`config.mk`:
```
export PLATFORM = sky130hd
export DESIGN_NAME = keypad_scan_ctrl_flat
export DESIGN_NICKNAME = d
export VERILOG_FILES = /design/src/rtl/keypad_scan_ctrl_pkg.sv /design/src/rtl/keypad_scan_ctrl_if.sv /design/src/rtl/keypad_scan_ctrl_tick.sv /design/src/rtl/keypad_scan_ctrl.sv /design/src/flat_wrapper.sv
export SDC_FILE = /design/constraint.sdc
export NUM_CORES = 1
export LEC_CHECK = 0
export BUFFER_PORTS_ARGS = -buffer_cell sky130_fd_sc_hd__buf_4
export CAP_MARGIN = 20
export CORE_ASPECT_RATIO = 0.75
export CORE_MARGIN = 8
export CORE_UTILIZATION = 55
export CTS_CLUSTER_DIAMETER = 80
export DETAILED_ROUTE_END_ITERATION = 16
export GPL_TIMING_DRIVEN = 1
export PLACE_DENSITY_LB_ADDON = 0.1
export SLEW_MARGIN = 0
export SYNTH_ARGS = -nofsm -noshare
export SYNTH_HDL_FRONTEND = slang
export SYNTH_HIERARCHICAL = 1
export SYNTH_SLANG_ARGS = --single-unit
```
`constraint.sdc`:
```
create_clock -name clk -period 3.6 [get_ports clk]
set_input_delay 0.72 -clock clk [delete_from_list [all_inputs] [get_ports clk]]
set_output_delay 0.72 -clock clk [all_outputs]
set_load 0.01 [all_outputs]
```
`src/rtl/keypad_scan_ctrl_pkg.sv`:
```
// Shared types and helpers for the keypad scan controller.
package keypad_pkg;

  localparam int unsigned NUM_ROWS   = 4;
  localparam int unsigned NUM_COLS   = 4;
  localparam int unsigned KEY_CODE_W = 4;
  localparam int unsigned IDX_W      = 2;

  typedef enum logic [1:0] {
    SCAN         = 2'd0,
    DEBOUNCE     = 2'd1,
    REPORT       = 2'd2,
    WAIT_RELEASE = 2'd3
  } state_e;

  // Lowest pressed row wins when several rows of one column are active.
  function automatic logic [IDX_W-1:0] lowest_row(input logic [NUM_ROWS-1:0] rows);
    lowest_row = '0;
    for (int unsigned i = NUM_ROWS; i > 0; i--) begin
      if (rows[i-1]) lowest_row = IDX_W'(i - 1);
    end
  endfunction

  function automatic logic [NUM_COLS-1:0] onehot_col(input logic [IDX_W-1:0] idx);
    onehot_col      = '0;
    onehot_col[idx] = 1'b1;
  endfunction

endpackage

```
`src/rtl/keypad_scan_ctrl_if.sv`:
```
// Key event valid/ready channel between the scan controller and its consumer.
interface keypad_scan_ctrl_if;
  import keypad_pkg::*;

  logic [KEY_CODE_W-1:0] key_code;
  logic                  key_valid;
  logic                  key_ready;

  modport master (output key_code, output key_valid, input key_ready);
  modport slave  (input key_code, input key_valid, output key_ready);
endinterface

```
`src/rtl/keypad_scan_ctrl_tick.sv`:
```
// Free-running divider producing a one-cycle scan tick every TICK_DIV clocks.
module scan_tick_gen #(
  parameter int unsigned TICK_DIV = 100000
) (
  input  logic clk,
  input  logic reset,
  output logic tick
);

  localparam int unsigned CNT_W = $clog2(TICK_DIV - 1) + 1;

  logic [CNT_W-1:0] cnt_q, cnt_d;

  always_comb begin
    tick  = (cnt_q == CNT_W'(TICK_DIV - 1));
    cnt_d = tick ? '0 : cnt_q + 1'b1;
  end

  always_ff @(posedge clk) begin
    if (!reset) cnt_q <= '0;
    else        cnt_q <= cnt_d;
  end

endmodule

```
`src/rtl/keypad_scan_ctrl.sv`:
```
// 4x4 keypad scanner: column drive, row sync, debounce, valid/ready key events.
// Optional auto-repeat while a key is held: define KEYPAD_REPEAT_EN.
module keypad_scan_ctrl
  import keypad_pkg::*;
#(
  parameter int unsigned TICK_DIV = 100000,
  parameter int unsigned DB_TICKS = 20
`ifdef KEYPAD_REPEAT_EN
  , parameter int unsigned REPEAT_TICKS = 500
`endif
) (
  input  logic                clk,
  input  logic                reset,
  input  logic [NUM_ROWS-1:0] row_in,
  output logic [NUM_COLS-1:0] col_out,
  output logic                busy,
  keypad_scan_ctrl_if.master  key_if
);

  localparam int unsigned DB_W = $clog2(DB_TICKS) + 1;

  logic                  tick;
  logic [NUM_ROWS-1:0]   row_m_q, row_s_q;
  state_e                state_q, state_d;
  logic [IDX_W-1:0]      col_idx_q, col_idx_d;
  logic [NUM_ROWS-1:0]   cand_row_q, cand_row_d;
  logic [DB_W-1:0]       db_cnt_q, db_cnt_d;
  logic [DB_W-1:0]       rel_cnt_q, rel_cnt_d;
  logic [KEY_CODE_W-1:0] key_code_q, key_code_d;
`ifdef KEYPAD_REPEAT_EN
  localparam int unsigned HOLD_W = $clog2(REPEAT_TICKS) + 1;
  logic [HOLD_W-1:0]     hold_cnt_q, hold_cnt_d;
`endif

  scan_tick_gen #(.TICK_DIV(TICK_DIV)) u_tick (
    .clk   (clk),
    .reset (reset),
    .tick  (tick)
  );

  always_ff @(posedge clk) begin
    if (!reset) begin
      row_m_q <= '0;
      row_s_q <= '0;
    end else begin
      row_m_q <= row_in;
      row_s_q <= row_m_q;
    end
  end

  always_ff @(posedge clk) begin
    if (!reset) begin
      state_q    <= SCAN;
      col_idx_q  <= '0;
      cand_row_q <= '0;
      db_cnt_q   <= '0;
      rel_cnt_q  <= '0;
      key_code_q <= '0;
`ifdef KEYPAD_REPEAT_EN
      hold_cnt_q <= '0;
`endif
    end else begin
      state_q    <= state_d;
      col_idx_q  <= col_idx_d;
      cand_row_q <= cand_row_d;
      db_cnt_q   <= db_cnt_d;
      rel_cnt_q  <= rel_cnt_d;
      key_code_q <= key_code_d;
`ifdef KEYPAD_REPEAT_EN
      hold_cnt_q <= hold_cnt_d;
`endif
    end
  end

  always_comb begin
    state_d    = state_q;
    col_idx_d  = col_idx_q;
    cand_row_d = cand_row_q;
    db_cnt_d   = db_cnt_q;
    rel_cnt_d  = rel_cnt_q;
    key_code_d = key_code_q;
`ifdef KEYPAD_REPEAT_EN
    hold_cnt_d = hold_cnt_q;
`endif
    unique case (state_q)
      SCAN: begin
        if (tick) begin
          if (row_s_q == '0) begin
            col_idx_d = col_idx_q + 1'b1;
          end else begin
            cand_row_d = row_s_q;
            db_cnt_d   = DB_W'(1);
            // The detecting tick already counts as the first stable sample.
            if (DB_TICKS == 1) begin
              key_code_d = {col_idx_q, lowest_row(row_s_q)};
              state_d    = REPORT;
            end else begin
              state_d = DEBOUNCE;
            end
          end
        end
      end
      DEBOUNCE: begin
        if (tick) begin
          if (row_s_q == cand_row_q) begin
            db_cnt_d = db_cnt_q + 1'b1;
            if (db_cnt_q == DB_W'(DB_TICKS - 1)) begin
              key_code_d = {col_idx_q, lowest_row(cand_row_q)};
              state_d    = REPORT;
            end
          end else begin
            state_d = SCAN;
          end
        end
      end
      REPORT: begin
        if (key_if.key_ready) begin
          state_d   = WAIT_RELEASE;
          rel_cnt_d = '0;
`ifdef KEYPAD_REPEAT_EN
          hold_cnt_d = '0;
`endif
        end
      end
      WAIT_RELEASE: begin
        if (tick) begin
          if (row_s_q == '0) begin
            if (rel_cnt_q == DB_W'(DB_TICKS - 1)) begin
              rel_cnt_d = '0;
              col_idx_d = col_idx_q + 1'b1;
              state_d   = SCAN;
            end else begin
              rel_cnt_d = rel_cnt_q + 1'b1;
            end
          end else begin
            rel_cnt_d = '0;
          end
`ifdef KEYPAD_REPEAT_EN
          if (row_s_q == cand_row_q) begin
            if (hold_cnt_q == HOLD_W'(REPEAT_TICKS - 1)) begin
              hold_cnt_d = '0;
              state_d    = REPORT;
            end else begin
              hold_cnt_d = hold_cnt_q + 1'b1;
            end
          end else begin
            hold_cnt_d = '0;
          end
`endif
        end
      end
      default: state_d = SCAN;
    endcase
  end

  always_comb begin
    col_out          = onehot_col(col_idx_q);
    busy             = (state_q != SCAN);
    key_if.key_valid = (state_q == REPORT);
    key_if.key_code  = key_code_q;
  end

endmodule
```
`src/flat_wrapper.sv`:
```
// flat-port wrapper written by rule: the top's interface ports become plain ports
module keypad_scan_ctrl_flat import keypad_pkg::*;
#(
  parameter int unsigned TICK_DIV = 100000,
  parameter int unsigned DB_TICKS = 20

)
  (clk, reset, row_in, col_out, busy, key_if_key_code, key_if_key_valid, key_if_key_ready);
  keypad_scan_ctrl_if key_if_i ();
  input  logic clk;
  input  logic reset;
  input  logic [NUM_ROWS-1:0] row_in;
  output logic [NUM_COLS-1:0] col_out;
  output logic busy;
  output wire logic [$bits(key_if_i.key_code)-1:0] key_if_key_code;
  output wire logic [$bits(key_if_i.key_valid)-1:0] key_if_key_valid;
  input wire logic [$bits(key_if_i.key_ready)-1:0] key_if_key_ready;
  assign key_if_key_code = key_if_i.key_code;
  assign key_if_key_valid = key_if_i.key_valid;
  assign key_if_i.key_ready = key_if_key_ready;
  keypad_scan_ctrl #(.TICK_DIV(TICK_DIV), .DB_TICKS(DB_TICKS)) u_core (.clk(clk), .reset(reset), .row_in(row_in), .col_out(col_out), .busy(busy), .key_if(key_if_i));
endmodule
```
==> impl_results.md, run 1 <==
- Status: completed
- # rows: 20
- Max Fclk: 347.4 MHz
- Mean post-synth cell area: 8.991 µm²
- Final hold violations: 0
- Commonest non-fill, non-tap cell in the layout: dfxtp_1
- Startpoint types: flip-flop
- Synth Area in Adders: 3.776%
- CTS sink cnt: 50
- Leakage: 0.0009646 µW
- Via count: 1806
- Die width: 90.99 µm
- Setup violators final: 0
- Number of synthesized flops with an enable pin: 0
- Nets: 288
- Synth unique cells: 43
- Critical Path Fanout Max: 7
- Worst slack at placement: 0.7395 ns
- CTS tree: done
- Max clock buf depth: 2
- Clock root buffer: clkbuf_8
- RR Endpoint: u_core/db_cnt_q[4]$_SDFFE_PN0P_
- Mapped cell area: 2320 µm²
- DRT iter0 DRCs: 176
- Die area: 6574 µm²
- Final worst-path setup slack: 0.7211 ns
- Gate Count Post-Synth: 258
- DP HPWL: 3.188 mm
- Crit path kind: flip-flop to flip-flop
- Grt ovf: 0
- Gp weighted congestion: 0.8079
- Final Skew: 0.01151 ns
- Initial antenna violation count: 0
- RSZ-0062 raised after global routing: no
- Worst Setup SP: u_core/u_tick/cnt_q[0]$_SDFF_PP0_
- XOR/XNOR share of the synthesized area: 9.061%
- Synth Net Count: 272
- Post-synthesis mux area share: 3.937%
- Slew headroom: 56.81%
- Fraction of layout cells with a size suffix above 1: 11.27%
- Synth Area in Simple Gates: 29.67%
- Post-synth ARST share: 0%
- Final period utilization: 79.97%
- Post-route ant nets: 0
- Reg2Reg Setup Slack: 0.72 ns
- DRC Markers: 0
- Worst EP required: 3.83 ns
- Crit. End Element: flip-flop
- Antenna Diode Count: 0
- Vias in the first global route: 1650
- Most frequent cells in the layout: dfxtp_1, nor2_1, nand2_1, buf_4, xnor2_1
- Pwr/cell area: 361.7 nW/µm²
- CTS buffer count: 5
- Synth Area in Compound Gates: 7.228%
- Clock latency on the worst-skew pair: 0.29 ns
- Synthesis-stage register bit count: 50
- H-tree depth: 2
- Peak supply drop: 0.2710 mV
- Core ar.: 4054 µm²
- Die H: 72.25 µm
- Largest family of logic cells by synthesized area: simple AND/OR/NAND/NOR gates
- TritonRoute pass-1 iters: 4
- Port Buffer Count: 16
- Setup repair bufs after CTS: 0
- Largest net degree at the start of global routing: 26
- Hold Buf Count CTS: 0
- Max-Cap Viols: 0
- Arrival time worst endpoint: 3.11 ns
- Total global-route track usage: 13.93%
- Slew @ Worst Pin: 0.6411 ns
- Resized cells post-CTS: 0
- Synth-to-layout area growth: 10.52%
- Vias/cell: 5.473
- CTS clk-pin slew, worst paths: 0.09 ns
- Setup TNS: 0 ns
- FF-to-FF path depth: 8
- Starting density of the core: 57.22%
- CP endpoint: u_core/db_cnt_q[4]$_SDFFE_PN0P_
- Wirelength per Cell: 13.36 µm
- Hold Path Class: flip-flop to flip-flop
- First-pass GRT wire length: 7.645 mm
- Final WL: 4.409 mm
- Boundary pin count: 17
- Main flop type after synthesis: dfxtp_1
- Worst r2r src: u_core/u_tick/cnt_q[0]$_SDFF_PP0_
- Max-slew violations: 0
- Sequential share of the synthesized area: 43.15%
- Synth warnings: 6
- Tmin final: 2.879 ns
## worst max-delay path, stage by stage (launching register included)
cell and delay [ns]:
dfxtp_1 0.36, ha_1 0.23, and4_1 0.26, nand2_1 0.11, nor3_1 0.55, nand2_1 0.18
or3_1 0.48, or4_1 0.50, a21boi_1 0.15
## worst min path at each step
stage,startpoint,end,slack [ns],cells past startpoint
floorplan,u_core/row_m_q[0]$_SDFF_PN0_,u_core/row_s_q[0]$_SDFF_PN0_,0.41,1
global placement,u_core/row_m_q[3]$_SDFF_PN0_,u_core/row_s_q[3]$_SDFF_PN0_,0.41,1
detailed placement,u_core/row_m_q[1]$_SDFF_PN0_,u_core/row_s_q[1]$_SDFF_PN0_,0.42,1
CTS,u_core/row_m_q[0]$_SDFF_PN0_,u_core/row_s_q[0]$_SDFF_PN0_,0.44,1
global route,u_core/row_m_q[0]$_SDFF_PN0_,u_core/row_s_q[0]$_SDFF_PN0_,0.46,1
finish,u_core/row_m_q[0]$_SDFF_PN0_,u_core/row_s_q[0]$_SDFF_PN0_,0.44,1
## registers in the layout, summed over array words and instances, names as in the netlist, named ones only
| register | cells |
|---|---|
| u_core/row_m_q | 4 |
| u_core/col_idx_q | 2 |
| u_core/key_if.key_code | 4 |
| u_core/state_q | 1 |
| u_core/db_cnt_q | 6 |
| u_core/rel_cnt_q | 6 |
| u_core/cand_row_q | 4 |
| u_core/u_tick/cnt_q | 18 |
| u_core/row_s_q | 4 |
## cell usage after synthesis (3+ instances only)
cell type  instances  area, µm²
nand2b_1           3      18.77
inv_1              7      26.28
xor2_1            10      87.58
nor2_1            30      112.6
or4_1              3      22.52
mux2i_1            8      80.08
clkbuf_1           4      15.01
a22oi_1            5      37.54
dfxtp_1           50       1001
a21oi_1            5      25.02
nand3_1           13      65.06
ha_1               7      87.58
nand4_1           11      68.82
nor3_1             7      35.03
xnor2_1           14      122.6
and2_1            13      81.33
nor2b_1            3      18.77
and3_1             3      18.77
nor4_1             9      56.30
nand2_1           23      86.33
## where the power goes
group	leakage, µW	total [µW]	switching [µW]	internal, µW
registers	0.000405	564	4.82	559
logic	0.000511	37.4	22.3	15.1
clock network	0.0000482	325	170	155
total	0.000965	927	197	730
## stage by stage
stage | cells | power, µW | area, µm² | hold slack (ns) | util (%)
3_5_place_dp | 322 | 614.9 | 2472 | 0.4208 | 60.99
4_1_cts | 330 | 937.7 | 2564 | 0.4413 | 63.24
2_1_floorplan | 258 | 602.6 | 2320 | 0.4119 | -
6_report | 330 | 927.2 | 2564 | 0.4390 | 63.24
3_3_place_gp | 322 | 614.4 | 2472 | 0.4145 | 60.99
5_1_grt | 330 | 965.6 | 2564 | 0.4630 | 63.24
## per-layer routing
layer / wire [µm] / vias up / global-route usage (%)
met5: 0 / - / 0
met2: 1780 / 42 / 20.22
met4: 17 / 0 / 3.797
li1: - / 942 / -
met1: 2354 / 820 / 19.44
met3: 257 / 2 / 4.124
## kinds of logic (layout without fill, tap and decap cells)
logic type	after synthesis	after routing
mux	9	9
buf+inv	16	33
flops	50	50
compound gates	22	22
xor+xnor	24	24
simple gates	130	130
fa+ha+maj	7	7
## area by class of cell
| type | instances | area [µm²] |
|---|---|---|
| fillers | 380 | 1490 |
| clock inverters | 1 | 5.005 |
| multi-input cells | 192 | 1245 |
| well taps | 55 | 68.82 |
| inverters | 8 | 30.03 |
| repair buffers | 17 | 127.6 |
| flip-flops and latches | 50 | 1001 |
| clock buffers | 7 | 86.33 |
Power figures use the tool's default switching activity.
==> run 2: changes to the inputs <==
--- a/config.mk
+++ b/config.mk
@@ -9,7 +9,7 @@
 export CAP_MARGIN = 20
 export CORE_ASPECT_RATIO = 0.75
 export CORE_MARGIN = 8
-export CORE_UTILIZATION = 55
+export CORE_UTILIZATION = 53
 export CTS_CLUSTER_DIAMETER = 80
 export DETAILED_ROUTE_END_ITERATION = 16
 export GPL_TIMING_DRIVEN = 1
==> constraint.sdc (replaced) <==
create_clock -name clk -period 2.5 [get_ports clk]
set_input_delay 0.5 -clock clk [delete_from_list [all_inputs] [get_ports clk]]
set_output_delay 0.5 -clock clk [all_outputs]
set_load 0.01 [all_outputs]
==> impl_results.md, run 2 (synthesis results as in run 1) <==
- Slew @ Worst Pin: 0.6578 ns (+0.01672 ns)
- DRC Markers: 0 (unchanged)
- Setup violators final: 0 (unchanged)
- Slew headroom: 56.15% (-0.66 points)
- Wirelength per Cell: 12.80 µm (-4.2%)
- Worst r2r src: u_core/u_tick/cnt_q[5]$_SDFF_PP0_
- FF-to-FF path depth: 6 (-2)
- First-pass GRT wire length: 7.576 mm (-0.90%)
- RR Endpoint: u_core/db_cnt_q[3]$_SDFFE_PN0P_
- CTS tree: done
- Final WL: 4.340 mm (-1.6%)
- Status: completed
- Critical Path Fanout Max: 6 (-1)
- Pwr/cell area: 516.6 nW/µm² (+43%)
- Startpoint types: flip-flop
- RSZ-0062 raised after global routing: no
- Min-delay src: row_in[2]
- Most frequent cells in the layout: dfxtp_1, nor2_1, buf_4, nand2_1, xnor2_1
- Register area: 1002 µm² (+0.12%)
- Reg2Reg Setup Slack: 0.15 ns (-0.57 ns)
- Vias/cell: 5.504 (+0.58%)
- DRT iter0 DRCs: 97 (-45%)
- Tmin final: 2.346 ns (-0.5332 ns)
- Max-Cap Viols: 0 (unchanged)
- Die width: 92.39 µm (+1.5%)
- WHS Path Cells: 2 (+1)
- Commonest non-fill, non-tap cell in the layout: dfxtp_1
- Starting density of the core: 53.51% (-3.7 points)
- Final period utilization: 93.83% (+14 points)
- CTS clk-pin slew, worst paths: 0.09 ns (about the same)
- Final cell count without fillers: 339 (+2.7%)
- Crit. End Element: flip-flop
- CTS buffer count: 5 (unchanged)
- Multi-input logic area: 1260 µm² (+1.2%)
- Die area: 6772 µm² (+3.0%)
- Final Skew: 0.007851 ns (-0.003654 ns)
- Boundary pin count: 17 (unchanged)
- Core ar.: 4335 µm² (+6.9%)
- Die H: 73.30 µm (+1.5%)
- Clock root buffer: clkbuf_8
- Biggest registers after layout: u_core/u_tick/cnt_q x18, u_core/db_cnt_q x6, u_core/rel_cnt_q x6
- H-tree depth: 2 (unchanged)
- Gp weighted congestion: 0.7786 (-3.6%)
- Hold Buf Count CTS: 0 (unchanged)
- Peak supply drop: 0.3443 mV (+27%)
- Hold Path End: u_core/row_m_q[2]$_SDFF_PN0_
- Via count: 1866 (+3.3%)
- Fraction of layout cells with a size suffix above 1: 15.60% (+4.3 points)
- # rows: 21 (+5.0%)
- Arrival time worst endpoint: 2.58 ns (-0.53 ns)
- FILL cells: 403 (+6.1%)
- Crit path kind: flip-flop to flip-flop
- Antenna Diode Count: 0 (unchanged)
- Post-route ant nets: 0 (unchanged)
- DP HPWL: 3.133 mm (-1.7%)
- Leakage: 0.001005 µW (+4.2%)
- Largest register FFs: 18 (unchanged)
- Setup repair bufs after CTS: 0 (unchanged)
- Setup TNS: 0 ns (unchanged)
- Largest net degree at the start of global routing: 26 (unchanged)
- Total global-route track usage: 13.80% (-0.14 points)
- Port Buffer Count: 16 (unchanged)
- Resized cells post-CTS: 0 (unchanged)
- Worst EP required: 2.74 ns (-1.09 ns)
- Initial antenna violation count: 0 (unchanged)
- Synth-to-layout area growth: 13.97%
- Nets: 295 (+2.4%)
- Max Fclk: 426.3 MHz (+23%)
- Vias in the first global route: 1701 (+3.1%)
- Final hold violations: 0 (unchanged)
- Grt ovf: 0 (unchanged)
- Max clock buf depth: 2 (unchanged)
- Largest Register: u_core/u_tick/cnt_q
- TritonRoute pass-1 iters: 4 (unchanged)
- Max-slew violations: 0 (unchanged)
- CTS sink cnt: 50 (unchanged)
- Clock latency on the worst-skew pair: 0.30 ns (about the same)
- Hold Path Class: input port to flip-flop
- Inst Count DP: 331 (+2.8%)
## run 2: power breakdown
part	internal [µW]	switching, µW
clock	228	269
sequential	806	7.18
combinational	23.4	32.9
total	1060	309
## run 2: how the worst max path moves through the flow
stage | start | end | slack (ns) | cells after the start
2_1_floorplan | u_core/u_tick/cnt_q[0]$_SDFF_PP0_ | u_core/db_cnt_q[3]$_SDFFE_PN0P_ | 0.07 | 9
3_3_place_gp | u_core/u_tick/cnt_q[0]$_SDFF_PP0_ | u_core/db_cnt_q[4]$_SDFFE_PN0P_ | 0.12 | 8
3_5_place_dp | u_core/u_tick/cnt_q[0]$_SDFF_PP0_ | u_core/db_cnt_q[3]$_SDFFE_PN0P_ | 0.07 | 8
4_1_cts | u_core/u_tick/cnt_q[0]$_SDFF_PP0_ | u_core/db_cnt_q[3]$_SDFFE_PN0P_ | 0.01 | 8
5_1_grt | u_core/u_tick/cnt_q[0]$_SDFF_PP0_ | u_core/db_cnt_q[3]$_SDFFE_PN0P_ | 0.003 | 8
6_report | u_core/u_tick/cnt_q[5]$_SDFF_PP0_ | u_core/db_cnt_q[3]$_SDFFE_PN0P_ | 0.15 | 6
## run 2: cell type report
cell class / count / area share (%)
flip-flops and latches: 50 / 37.91
inverters: 8 / 1.136
well taps: 57 / 2.698
multi-input cells: 192 / 47.66
clock buffers: 6 / 3.124
clock inverters: 2 / 0.6626
repair buffers: 24 / 6.815
## run 2: routing by layer
layer,vias up,GRT usage [%],wire (µm)
met1,849,18.44,2221
li1,957,-,-
met5,-,0,0
met2,49,20.73,1815
met4,0,5.338,75
met3,11,3.571,227
## run 2: through the flow
stage | utilization (%) | setup slack, ns | hold WS [ns] | area (µm²) | power (µW)
floorplan | - | 0.06832 | 0.4119 | 2325 | 867.7
global placement | 58.41 | 0.1207 | 0.4171 | 2532 | 886.3
global route | 60.98 | 0.002885 | 0.4049 | 2644 | 1424
CTS | 60.72 | 0.01044 | 0.3834 | 2633 | 1388
detailed placement | 58.41 | 0.06625 | 0.4231 | 2532 | 887.3
finish | 60.98 | 0.1543 | 0.3942 | 2644 | 1366
## run 2: worst max-delay path, cell delays in order (launching register included)
cell and delay, ns:
dfxtp_2 0.36, or4_4 0.56, nor3_2 0.22, nand2_1 0.10
or3_4 0.42, or4_1 0.47, a21boi_1 0.15
